$ cat src/rtl/hilo_mult_unit.sv
// Iterative radix-2 shift-add multiply unit owning the HI/LO register pair.
// Executes MULT/MULTU/MADD/MSUB over WIDTH+2 cycles and MTHI/MTLO in one.
module hilo_mult_unit #(
  parameter int WIDTH = 32
) (
  input  logic             Clk,
  input  logic             Rst,
  input  logic             Start,
  input  logic [2:0]       Op,
  input  logic [WIDTH-1:0] A,
  input  logic [WIDTH-1:0] B,
  output logic             Busy,
  output logic             Done,
  output logic [WIDTH-1:0] HI,
  output logic [WIDTH-1:0] LO
);

  localparam int PW = 2 * WIDTH;
  localparam int CW = $clog2(WIDTH + 1);

  localparam logic [2:0] OP_MULT  = 3'b000;
  localparam logic [2:0] OP_MULTU = 3'b001;
  localparam logic [2:0] OP_MADD  = 3'b010;
  localparam logic [2:0] OP_MSUB  = 3'b011;
  localparam logic [2:0] OP_MTHI  = 3'b100;
  localparam logic [2:0] OP_MTLO  = 3'b101;

  typedef enum logic [1:0] {
    ST_IDLE   = 2'b00,
    ST_CALC   = 2'b01,
    ST_FINISH = 2'b10
  } state_t;

  // Unsigned magnitude; the most-negative value maps to itself, which is exact as unsigned.
  function automatic logic [WIDTH-1:0] magnitude(input logic [WIDTH-1:0] v, input logic is_signed);
    logic [WIDTH-1:0] m;
    if (is_signed && v[WIDTH-1]) begin
      m = ~v + WIDTH'(1);
    end else begin
      m = v;
    end
    return m;
  endfunction

  state_t           state_r;
  state_t           state_next_s;
  logic             op_is_mul_s;
  logic             op_signed_s;
  logic [PW-1:0]    mcand_r;
  logic [WIDTH-1:0] mplier_r;
  logic [PW-1:0]    acc_r;
  logic [CW-1:0]    cnt_r;
  logic             sign_r;
  logic [2:0]       op_r;
  logic [WIDTH-1:0] hi_r;
  logic [WIDTH-1:0] lo_r;
  logic             busy_r;
  logic             done_r;
  logic [PW-1:0]    prod_s;
  logic [PW-1:0]    hilo_next_s;

  // Operation decode and next-state selection
  always_comb begin
    op_is_mul_s  = (Op[2] == 1'b0);
    op_signed_s  = (Op != OP_MULTU);
    state_next_s = state_r;
    case (state_r)
      ST_IDLE: begin
        if (Start && op_is_mul_s) begin
          state_next_s = ST_CALC;
        end else begin
          state_next_s = ST_IDLE;
        end
      end
      ST_CALC: begin
        if (cnt_r == CW'(1)) begin
          state_next_s = ST_FINISH;
        end else begin
          state_next_s = ST_CALC;
        end
      end
      ST_FINISH: state_next_s = ST_IDLE;
      default:   state_next_s = ST_IDLE;
    endcase
  end

  // Signed product and the HI/LO value written back at FINISH
  always_comb begin
    if (sign_r) begin
      prod_s = ~acc_r + PW'(1);
    end else begin
      prod_s = acc_r;
    end
    case (op_r)
      OP_MADD: hilo_next_s = {hi_r, lo_r} + prod_s;
      OP_MSUB: hilo_next_s = {hi_r, lo_r} - prod_s;
      default: hilo_next_s = prod_s;
    endcase
  end

  // State register
  always_ff @(posedge Clk) begin
    if (Rst) begin
      state_r <= ST_IDLE;
    end else begin
      state_r <= state_next_s;
    end
  end

  // Operand capture, shift-add iteration and HI/LO write-back
  always_ff @(posedge Clk) begin
    if (Rst) begin
      mcand_r  <= '0;
      mplier_r <= '0;
      acc_r    <= '0;
      cnt_r    <= '0;
      sign_r   <= 1'b0;
      op_r     <= 3'b000;
      hi_r     <= '0;
      lo_r     <= '0;
      busy_r   <= 1'b0;
      done_r   <= 1'b0;
    end else begin
      done_r <= 1'b0;
      busy_r <= (state_next_s != ST_IDLE);
      case (state_r)
        ST_IDLE: begin
          if (Start) begin
            if (op_is_mul_s) begin
              mcand_r  <= {{WIDTH{1'b0}}, magnitude(A, op_signed_s)};
              mplier_r <= magnitude(B, op_signed_s);
              sign_r   <= op_signed_s & (A[WIDTH-1] ^ B[WIDTH-1]);
              op_r     <= Op;
              acc_r    <= '0;
              cnt_r    <= CW'(WIDTH);
            end else if (Op == OP_MTHI) begin
              hi_r   <= A;
              done_r <= 1'b1;
            end else if (Op == OP_MTLO) begin
              lo_r   <= A;
              done_r <= 1'b1;
            end
          end
        end
        ST_CALC: begin
          if (mplier_r[0]) begin
            acc_r <= acc_r + mcand_r;
          end
          mplier_r <= mplier_r >> 1;
          mcand_r  <= mcand_r << 1;
          cnt_r    <= cnt_r - CW'(1);
        end
        ST_FINISH: begin
          {hi_r, lo_r} <= hilo_next_s;
          done_r       <= 1'b1;
        end
        default: begin
          done_r <= 1'b0;
        end
      endcase
    end
  end

  assign Busy = busy_r;
  assign Done = done_r;
  assign HI   = hi_r;
  assign LO   = lo_r;

endmodule

$ cat config.mk
export PLATFORM = sky130hd
export DESIGN_NAME = hilo_mult_unit
export DESIGN_NICKNAME = d
export VERILOG_FILES = /design/src/rtl/hilo_mult_unit.sv
export SDC_FILE = /design/constraint.sdc
export NUM_CORES = 1
export LEC_CHECK = 0
export BUFFER_PORTS_ARGS = -buffer_cell sky130_fd_sc_hd__clkbuf_2
export CAP_MARGIN = 20
export CORE_MARGIN = 5
export CORE_UTILIZATION = 35
export DETAILED_ROUTE_END_ITERATION = 16
export HOLD_SLACK_MARGIN = 0.15
export PLACE_DENSITY = 0.64
export RECOVER_POWER = 25
export SYNTH_ARGS = -nofsm -noshare
export SYNTH_HDL_FRONTEND = slang
export SYNTH_SLANG_ARGS = --single-unit
$ cat constraint.sdc
create_clock -name Clk -period 5.98 [get_ports Clk]
set_input_delay 1.196 -clock Clk [delete_from_list [all_inputs] [get_ports Clk]]
set_output_delay 1.196 -clock Clk [all_outputs]
set_load 0.005 [all_outputs]
==> results of run 1 <==
## placed cells by master (no fill, tap or decap), types with 94 or more instances in the layout
cell type  synthesis  routed
clkbuf_2           2     116
nand2_1          177     175
buf_4              0     128
xor2_1           145     143
a21oi_1          291     282
nor2_1           415     410
ha_1             132     128
xnor2_1          146     145
dfxtp_1          237     235
a21o_1           104     104
a211oi_1          97      94
o21ai_0          127     116
## critical path, cell delays in order, from the launching register on
cell and delay (ns):
dfxtp_1 0.31, or3_4 0.42, or3_4 0.41, buf_4 0.19, o41ai_4 0.38, xnor2_1 0.14, a211oi_2 0.31, nand2_1 0.17
nor2_4 0.18, nand3_4 0.13, o21ai_2 0.15, xnor2_1 0.21, ha_2 0.39, a21o_1 0.19, a21o_1 0.17, a21o_1 0.18
a21oi_1 0.17, o21bai_1 0.10, a31oi_2 0.27, nand2_1 0.12, o211ai_1 0.28, nand2_1 0.18, a21oi_2 0.19, mux2i_1 0.10
a311oi_1 0.29
## logic make-up after synthesis
group / count (synthesis) / synth area share (%)
AND/OR/NAND/NOR: 976 / 22.0
flip-flops: 237 / 22.3
adder cells (fa/ha/maj): 134 / 7.95
XOR/XNOR: 292 / 12.1
buffers and inverters: 235 / 4.28
AO/OA/AOI/OAI: 983 / 30.8
multiplexers: 14 / 0.676
## flip-flops by register name (all words and copies together) (netlist names)
signal    count
op_r          2
Done          1
LO           32
cnt_r         6
mplier_r     32
mcand_r      64
state_r       2
sign_r        1
acc_r        64
Busy          1
HI           32
## timing repair
action | 4_1_cts | 5_1_grt
setup endpoints to repair | 4 | 31
pin swaps | 0 | 29
resized for setup | 5 | 73
buffers inserted | 0 | 18
hold endpoints to repair | 0 | 0
## stage by stage
stage | area (um2) | total power, mW | setup slack, ns | util (%) | cells
2_1_floorplan | 21300 | 3.76 | 0.0948 | - | 2871
3_3_place_gp | 23100 | 4.54 | -0.0118 | 38.4 | 3720
3_5_place_dp | 23200 | 4.52 | -0.0723 | 38.4 | 3721
4_1_cts | 24200 | 6.47 | 0.0389 | 40.2 | 3779
5_1_grt | 24600 | 7.01 | -0.0701 | 40.9 | 3798
6_report | 24600 | 6.62 | 0.222 | 40.9 | 3799
## power by group through the flow
stage / registers, mW / clock network, mW / logic [mW]
floorplan: 1.71 / 0 / 2.04
global placement: 1.73 / 0 / 2.80
detailed placement: 1.73 / 0 / 2.79
CTS: 1.70 / 1.96 / 2.82
global route: 1.71 / 2.02 / 3.29
finish: 1.70 / 1.91 / 3.01
## final cells by class
type / instances / area share, %
multi-input cells: 2399 / 64.9
well taps: 782 / 3.98
repair buffers: 269 / 6.80
clock inverters: 18 / 0.773
clock buffers: 40 / 3.41
inverters: 52 / 0.793
flip-flops and latches: 237 / 19.3
diodes: 2 / 0.0203
## cells in the mapped netlist, types with 13 or more instances
cell | n | share of area (%)
nor2_1 | 415 | 7.3
a21oi_1 | 291 | 6.8
dfxtp_1 | 237 | 22
nand2_1 | 177 | 3.1
clkbuf_1 | 157 | 2.8
xnor2_1 | 146 | 6.0
xor2_1 | 145 | 6.0
ha_1 | 132 | 7.8
o21ai_0 | 127 | 3.0
a21o_1 | 104 | 3.7
a211oi_1 | 97 | 3.4
nor3_1 | 78 | 1.8
a22oi_1 | 70 | 2.5
inv_1 | 52 | 0.92
nand3_1 | 43 | 1.0
nand4_1 | 41 | 1.2
a31oi_1 | 40 | 1.2
nor2b_1 | 28 | 0.82
nand2b_1 | 27 | 0.79
o31ai_1 | 27 | 0.95
o211ai_1 | 25 | 0.88
nor4_1 | 24 | 0.71
o21bai_1 | 22 | 0.78
a22o_1 | 21 | 0.86
or3_1 | 21 | 0.62
and2_1 | 19 | 0.56
or4_1 | 18 | 0.64
o21a_1 | 16 | 0.56
o41ai_1 | 16 | 0.66
and4_1 | 15 | 0.62
buf_1 | 14 | 0.25
o22ai_1 | 14 | 0.41
or2_2 | 13 | 0.38
## worst paths after layout
| kind | endpoint | start | cells past startpoint |
|---|---|---|---|
| worst min register to register | LO[31] | LO[31] | 2 |
| worst min-delay path | LO[31] | LO[31] | 2 |
| worst max-delay path | HI[30] | acc_r[17] | 24 |
| worst max register to register | HI[30] | acc_r[17] | 24 |
## metal layers
metal | vias up | share of wire, %
li1 | 10844 | -
met1 | 10022 | 46
met2 | 860 | 42
met3 | 122 | 7.9
met4 | 6 | 4.1
met5 | - | 0.058
==> summary.md, run 1 <==
| Metric | Value |
|---|---|
| Sequential cell area | `4750 um2` |
| Register bit total from synthesis | `237` |
| Asr flop ratio synth | `0%` |
| Cell variety after synth | `96` |
| Worst-Margin Slew | `2.57 ns` |
| Violated checks | `max-capacitance violations, max-slew violations` |
| Fill cells | `6246` |
| Footprint of the multi-input gates | `16000 um2` |
| I/O Pins | `136` |
| Clk pwr share | `28.9%` |
| Total die area | `65800 um2` |
| Met2 Track Usage GR | `30.5%` |
| Cell count after synthesis | `2871` |
| Clk sinks | `237` |
| DR iter-0 viols | `1826` |
| Combinational group share of total power | `45.5%` |
| Share of layout cells above drive strength 1 | `13.7%` |
| Crit Path Max Fanout | `8` |
| CTS tree | `done` |
| WS Path Type | `reg2reg` |
| P_sw | `2.63 mW` |
| Num rows | `90` |
| Worst skew pair latency | `0.62 ns` |
| Clock Path Buffers | `3` |
| Met3 Track Usage GR | `3.33%` |
| Port bufs | `135` |
| Final Slew Violations | `104` |
| First-pass detailed-route iteration total | `5` |
| Hold Path Class | `reg2reg` |
| Reg-to-reg slack, setup | `0.22 ns` |
| Total gr overflow | `0` |
| Cell Pwr Density | `269 nW/um2` |
| Final TNS setup | `0 ns` |
| GRT Total Usage | `20.6%` |
| DRC errors left | `0` |
| Total of max-cap violations | `2` |
| Total number of vias | `21.9k` |
| Cts hold-fix bufs | `0` |
| Gpl congestion | `1.00` |
| Highest Clock Rate | `174 MHz` |
| H-tree depth | `1` |
| Post-synth top flop | `dfxtp_1` |
| Sw Share | `39.6%` |
| Final #Nets | `3194` |
| Critical Path AT | `6.27 ns` |
| Largest net degree at the start of global routing | `89` |
| Hold slack | `0.477 ns` |
| Pleak | `10.8 nW` |
| Initial Utilization | `35.3%` |
| Met1 Track Usage GR | `30.1%` |
| CTS Root Buffer Type | `clkbuf_16` |
| Worst clock skew | `0.0636 ns` |
| Worst Path Required | `6.49 ns` |
| Reg power frac | `25.7%` |
| Mean post-synth cell area | `7.41 um2` |
| Antenna violations before repair | `5` |
| First-pass GRT wire length | `112000 um` |
| GRT Max-Usage Layer | `met2` |
| CTS Buf Count | `31` |
| Endpoint type of the worst setup path | `register` |
| Synth Cell Area | `21300 um2` |
| Post-layout min period | `5.76 ns` |
| Internal power | `4.00 mW` |
| Status | `complete, but fails checks` |
| Final setup violation count | `0` |
| Final hold vios | `0` |
| Syn nets | `3075` |
| Vias/cell | `5.75` |
| Core Area | `60200 um2` |
| Ys Warns | `0` |
| Final ANT Viol Nets | `0` |
| Sequential element share of the synthesized area | `22.3%` |
| Die Width | `257 um` |
| Dpl hpwl | `55000 um` |
| Post-synth EDFFs | `0` |
| Layout area overhead | `15.7%` |
| Maximum vdd drop | `0.253 mV` |
| WL final | `72500 um` |
| Relative slew margins | `-71.4%` |
| Crit start category | `register` |
| Vias in the first global route | `19.4k` |
| WL/cell | `19.1 um` |
| Final Cycle Share | `96.3%` |
| Die Ht | `257 um` |
| Clock transition at the registers of the reported paths | `0.06 ns` |
Note: power is estimated with default switching activity, not from simulation.
==> run 2: changes to the inputs <==
PLACE_DENSITY = 0.62   (was 0.64)
clock period = 6.7 ns   (was 5.98 ns; I/O delays follow)
==> run 2 against run 1 <==
Compared with the run above:
- the run still ends with max-capacitance violations, max-slew violations left
- die area stayed put
- largest power group unchanged
- sequential share of layout area increased by 0.71 points
- highest routed layer unchanged
- worst hold slack worse by 0.016 ns
- sequential cell count is the same
- cell count shrank 2.4%
- non-clock buffer count shrank 96
==> summary.md, run 2 (synthesized netlist as in run 1, its figures left out) <==
| Metric | Value |
|---|---|
| Status | `complete, but fails checks` |
| Violated checks | `max-capacitance violations, max-slew violations` |
| Final Slew Violations | `179 (+72%)` |
| Total number of vias | `21.4k (-2.1%)` |
| Sequential cell area | `4750 um2 (unchanged)` |
| Worst skew pair latency | `0.56 ns (-0.06 ns)` |
| H-tree depth | `2 (+1)` |
| Pre-CTS setup slack | `0.0223 ns (+0.0947 ns)` |
| Worst clock skew | `0.0423 ns (-0.0213 ns)` |
| Critical-path top delay cell | `or4_4` |
| Final hold vios | `0 (unchanged)` |
| Dpl hpwl | `54400 um (-1.0%)` |
| Total gr overflow | `0 (unchanged)` |
| Total of max-cap violations | `3 (+1)` |
| Design area | `23700 um2 (-3.5%)` |
| Highest Clock Rate | `158 MHz (-9.1%)` |
| WL/cell | `19.4 um (+1.8%)` |
| WS Path Type | `reg2reg` |
| Cell Pwr Density | `246 nW/um2 (-8.4%)` |
| Port bufs | `135 (unchanged)` |
| Final Cycle Share | `94.6% (-1.7 points)` |
| First-pass GRT wire length | `112000 um (+0.16%)` |
| Final #Nets | `3101 (-2.9%)` |
| Relative slew margins | `-99.9% (-28 points)` |
| Utilization after layout | `39.4% (-1.4 points)` |
| Clk sinks | `237 (unchanged)` |
| DR iter-0 viols | `1732 (-5.1%)` |
| GRT Total Usage | `20.8% (+0.20 points)` |
| CTS tree | `done` |
| Worst Path Required | `7.14 ns (+0.65 ns)` |
| Vias/cell | `5.77 (+0.33%)` |
| Max stage delay on crit path | `0.64 ns (+0.22 ns)` |
| Final TNS setup | `0 ns (unchanged)` |
| Core Area | `60200 um2 (unchanged)` |
| Largest net degree at the start of global routing | `98 (+10%)` |
| Crit start category | `register` |
| CTS Buf Count | `34 (+9.7%)` |
| Fill cells | `6321 (+1.2%)` |
| Crit-path cells | `or4_4 > nor2_2 > nand3_1 > or4_1 > a21oi_1 > or2_2 > nand4_1 > or3_1 > o21ai_0 > xor2_1 > ha_1 > nand4_1 > nor2_1 > nand3_1 > a2bb2oi_1 > nor2b_2 > nand2_1 > a221o_1 > a221oi_2 > o21ai_0 > a221o_1 > mux2i_1 > o21ai_0` |
| Maximum vdd drop | `0.161 mV (-36%)` |
| Pleak | `10.3 nW (-5.1%)` |
| Total power | `5.85 mW (-12%)` |
| Critical Path AT | `6.77 ns (+0.50 ns)` |
| DRC errors left | `0 (unchanged)` |
| Share of layout cells above drive strength 1 | `8.94% (-4.8 points)` |
| I/O Pins | `136 (unchanged)` |
| Antenna violations before repair | `4 (-1)` |
| Clock transition at the registers of the reported paths | `0.06 ns (about the same)` |
| Largest regs | `acc_r (64), mcand_r (64)` |
| Total die area | `65800 um2 (unchanged)` |
| Endpoint type of the worst setup path | `register` |
| Final WS setup | `0.365 ns (+0.143 ns)` |
| Hold Path Class | `reg2reg` |
| Footprint of the multi-input gates | `15800 um2 (-1.4%)` |
| Vias in the first global route | `19.4k (+0.031%)` |
| Num rows | `90 (unchanged)` |
| Cell family contributing the most delay on the critical path | `simple AND/OR/NAND/NOR gates` |
| Clock Path Buffers | `3 (unchanged)` |
| Final ANT Viol Nets | `0 (unchanged)` |
| Placed cell areas | `22500 um2 (-2.7%)` |
| Crit Path Max Fanout | `10 (+2)` |
| Post-layout min period | `6.33 ns (+0.577 ns)` |
| Gpl congestion | `0.957 (-4.8%)` |
| Final setup violation count | `0 (unchanged)` |
| Most frequent CP cell | `o21ai_0` |
| Initial Utilization | `35.3% (unchanged)` |
| Commonest non-fill, non-tap cell in the layout | `nor2_1` |
| CTS Root Buffer Type | `clkbuf_16` |
| Most frequent cells in the layout | `nor2_1 (412), a21oi_1 (291), dfxtp_1 (235), nand2_1 (176)` |
| WL final | `72100 um (-0.65%)` |
| Worst-Margin Slew | `3.00 ns (+0.427 ns)` |
| Die Width | `257 um (unchanged)` |
| Cts hold-fix bufs | `0 (unchanged)` |
| Die Ht | `257 um (unchanged)` |
| Worst Path Buf+Inv | `0 (-1)` |
| First-pass detailed-route iteration total | `5 (unchanged)` |
| Layout area overhead | `11.6%` |
[run 2: changes by cell type in the layout (fill, tap and decap cells not counted), moves of 9 or more]
cell      previous run  this run
buf_4              128        35
clkbuf_1            27        49
clkbuf_2           116        94
o21ai_0            116       126
a21oi_1            282       291
a21oi_2              9         0
o21ai_1             16         7
[run 2: worst paths after layout]
| kind | from | to | slack, ns | cells after the start |
|---|---|---|---|---|
| max | acc_r[6] | HI[24] | 0.37 | 23 |
| min | HI[13] | HI[13] | 0.46 | 2 |
| max reg2reg | acc_r[6] | HI[24] | 0.37 | 23 |
| min reg2reg | HI[13] | HI[13] | 0.46 | 2 |
[run 2: worst min-delay path: cells and delay by family (launching register included)]
kind             cells  cell delay [ns]
flip-flops           1             0.32
AND/OR/NAND/NOR      2             0.10
[run 2: layer usage]
metal  vias up  part of all wire [%]  global-route usage, %
li1      10643                     -                      -
met1      9870                    47                   30.6
met2       748                    41                   30.6
met3       124                   7.1                   3.08
met4         4                   4.3                   8.05
met5         -                 0.037                      0
[run 2: power by group]
group	internal (mW)	switching (mW)	total [mW]	leakage, nW
clock network	1.16	0.727	1.89	0.561
registers	1.47	0.0549	1.52	1.92
logic	0.931	1.51	2.44	7.77
total	3.56	2.29	5.85	10.3
[run 2: timing repair]
item,CTS,global route
setup buffers,0,2
gates resized for setup,0,18
setup endpoints to repair,0,16
endpoints found under the hold margin,0,0
[run 2: layout make-up]
cell class	count	share of cell area (%)
multi-input cells	2399	66.4
flip-flops and latches	237	20.0
well taps	782	4.12
clock buffers	45	4.02
repair buffers	173	3.82
clock inverters	15	0.838
inverters	52	0.822
diodes	3	0.0316
[run 2: metrics by stage]
step,cells,hold slack (ns)
after floorplan,2871,0.451
after global placement,3641,0.452
after detailed placement,3641,0.452
after CTS,3701,0.461
after global routing,3704,0.506
final,3706,0.461
==> run 3: changes to the inputs <==
PLACE_DENSITY = 0.56   (was 0.62)
clock period = 6.65 ns   (was 6.7 ns; I/O delays follow)
==> run 3 against run 2 <==
Compared with the run above:
- worst hold slack better by 0.0091 ns
- global-route usage is 1.5 points higher
- design area is 0.96% higher
- clock skew is 0.025 ns lower
- utilization is 0.38 points higher
- via count is 1.9% higher
- sequential cell count stayed put
- the flow still finishes with violations (max-capacitance violations, max-slew violations)
- sequential power hardly changed
- wire length is 7.4% higher
- power is 4.0% higher
- first-iteration DRC count is 11% higher
==> summary.md, run 3 (synthesized netlist as in run 1, its figures left out) <==
| Metric | Value |
|---|---|
| Status | `complete, but fails checks` |
| Violated checks | `max-capacitance violations, max-slew violations` |
| CTS Root Buffer Type | `clkbuf_16` |
| Final Cycle Share | `93.7% (-0.85 points)` |
| Dpl hpwl | `59000 um (+8.5%)` |
| Endpoint type of the worst setup path | `register` |
| Highest Clock Rate | `160 MHz (+1.7%)` |
| Clock Path Buffers | `3 (unchanged)` |
| Vias in the first global route | `20.2k (+3.9%)` |
| H-tree depth | `2 (unchanged)` |
| Total gr overflow | `0 (unchanged)` |
| Clk sinks | `237 (unchanged)` |
| Pleak | `10.4 nW (+1.2%)` |
| Share of layout cells above drive strength 1 | `9.55% (+0.62 points)` |
| Sequential cell area | `4750 um2 (about the same)` |
| Gpl congestion | `0.918 (-4.0%)` |
| Maximum vdd drop | `0.139 mV (-13%)` |
| DR iter-0 viols | `1918 (+11%)` |
| GRT Total Usage | `22.3% (+1.5 points)` |
| I/O Pins | `136 (unchanged)` |
| Worst Hold Path EP | `HI[13]` |
| Worst skew pair latency | `0.56 ns (about the same)` |
| P_sw | `2.38 mW (+3.8%)` |
| Reg power frac | `25.2% (-0.8 points)` |
| Cts hold-fix bufs | `0 (unchanged)` |
| Most frequent cells in the layout | `nor2_1 (412), a21oi_1 (290), dfxtp_1 (234), nand2_1 (176), xnor2_1 (145)` |
| Final #Nets | `3120 (+0.61%)` |
| Largest regs | `acc_r (64), mcand_r (64)` |
| Critical Path AT | `6.62 ns (-0.15 ns)` |
| Initial Utilization | `35.3% (unchanged)` |
| WL final | `77400 um (+7.4%)` |
| First-pass detailed-route iteration total | `6 (+1)` |
| WL/cell | `20.8 um (+6.8%)` |
| Reg-to-reg slack, setup | `0.42 ns (+0.05 ns)` |
| Sw Share | `39.1% (-0.043 points)` |
| Utilization after layout | `39.8% (+0.38 points)` |
| DRC errors left | `0 (unchanged)` |
| Internal power | `3.70 mW (+4.0%)` |
| Total power | `6.08 mW (+4.0%)` |
| Final setup violation count | `0 (unchanged)` |
| CTS tree | `done` |
| Unrepaired setup endpoints after global routing | `yes` |
| Crit Path Max Fanout | `12 (+2)` |
| Die Ht | `257 um (unchanged)` |
| Hold Path Depth | `2 (unchanged)` |
| Num rows | `90 (unchanged)` |
| First-pass GRT wire length | `119000 um (+5.7%)` |
| Total number of vias | `21.8k (+1.9%)` |
| Worst R2R End | `HI[30]` |
| Worst-Margin Slew | `3.66 ns (+0.665 ns)` |
| Post-layout min period | `6.23 ns (-0.104 ns)` |
| WS Path Type | `reg2reg` |
| Layout area overhead | `12.7%` |
| Core Area | `60200 um2 (unchanged)` |
| Worst Path Required | `7.04 ns (-0.10 ns)` |
| Final Slew Violations | `146 (-18%)` |
| Die Width | `257 um (unchanged)` |
| Crit-path cells | `inv_1 > ha_1 > nor2b_2 > nand4_1 > buf_4 > or4_1 > or2_1 > o31ai_2 > xor2_1 > nand4_1 > nor2_1 > nor2_1 > xnor2_1 > ha_1 > a21oi_1 > nor2b_1 > o21ai_0 > nand2b_1 > a21o_1 > a221oi_1 > nand2_1 > a21oi_1 > mux2i_1 > a311oi_1` |
| Cell Pwr Density | `254 nW/um2 (+3.0%)` |
| Footprint of the multi-input gates | `15800 um2 (+0.13%)` |
| Worst hold start | `HI[13]` |
| Total of max-cap violations | `2 (-1)` |
| Max stage delay on crit path | `0.58 ns (-0.06 ns)` |
| Final ANT Viol Nets | `0 (unchanged)` |
| Hold Path Class | `reg2reg` |
| Total die area | `65800 um2 (unchanged)` |
| Relative slew margins | `-144% (-44 points)` |
| Clk pwr share | `32.7% (+0.4 points)` |
| Commonest non-fill, non-tap cell in the layout | `nor2_1` |
| Vias/cell | `5.85 (+1.3%)` |
| Crit start category | `register` |
| Combinational group share of total power | `42.1% (+0.4 points)` |
| Largest net degree at the start of global routing | `98 (unchanged)` |
| Critical-path top delay cell | `or4_1` |
| CTS Buf Count | `34 (unchanged)` |
| Final hold vios | `0 (unchanged)` |
| Reg2reg path depth | `24 (+4.3%)` |
| Clock transition at the registers of the reported paths | `0.06 ns (about the same)` |
| Fill cells | `6245 (-1.2%)` |
| Reg2reg start | `acc_r[1]` |
| Worst clock skew | `0.0171 ns (-0.0252 ns)` |
| Port bufs | `135 (unchanged)` |
| Antenna violations before repair | `3 (-1)` |
run 3: power by group through the flow:
stage / Clock [mW] / Sequential, mW / Combinational (mW)
finish: 1.99 / 1.53 / 2.56
global route: 2.09 / 1.54 / 2.80
CTS: 2.04 / 1.53 / 2.48
detailed placement: 0 / 1.56 / 2.46
global placement: 0 / 1.56 / 2.48
floorplan: 0 / 1.54 / 1.84
run 3: how the worst max path moves through the flow:
stage	start	endpoint	cells past startpoint
2_1_floorplan	sign_r	HI[22]	24
3_3_place_gp	acc_r[10]	HI[17]	22
3_5_place_dp	acc_r[10]	HI[31]	20
4_1_cts	acc_r[0]	HI[31]	25
5_1_grt	acc_r[1]	HI[20]	25
6_report	acc_r[1]	HI[30]	24
run 3: stage by stage:
step | cells | worst slack [ns] | setup TNS, ns | area, um2 | hold slack, ns
global placement | 3654 | 0.0166 | 0 | 22600 | 0.444
detailed placement | 3654 | -0.00352 | -0.00352 | 22600 | 0.461
finish | 3726 | 0.419 | 0 | 24000 | 0.470
floorplan | 2871 | 0.765 | 0 | 21300 | 0.451
CTS | 3716 | 0.0884 | 0 | 23900 | 0.469
global route | 3724 | -0.00185 | -0.00185 | 24000 | 0.502
run 3: area by class of cell:
class / instances / area share [%]
Inverter: 52 / 0.814
Sequential cell: 237 / 19.8
Antenna cell: 2 / 0.0209
Timing Repair Buffer: 192 / 4.33
Clock inverter: 14 / 0.804
Tap cell: 782 / 4.08
Clock buffer: 48 / 4.32
Multi-Input combinational cell: 2399 / 65.8
run 3: timing repair:
| action | in CTS | in global routing |
|---|---|---|
| pin swaps | 0 | 7 |
| endpoints found under the setup margin | 2 | 19 |
| gates resized for setup | 1 | 22 |
| buffers inserted | 0 | 7 |
run 3: routing by layer:
metal	vias up	GRT usage [%]	wire length, um
li1	10676	-	-
met2	801	33.5	32300
met4	4	7.71	2850
met1	10197	31.7	36200
met5	-	0	27
met3	116	4.56	6010
run 3: critical path: cells and delay by family, from the launching register on:
kind | cells | cell delay [ns]
buf+inv | 2 | 0.38
flops | 1 | 0.37
fa+ha+maj | 2 | 0.68
mux | 1 | 0.20
simple gates | 10 | 2.42
compound gates | 7 | 1.44
xor+xnor | 2 | 0.58
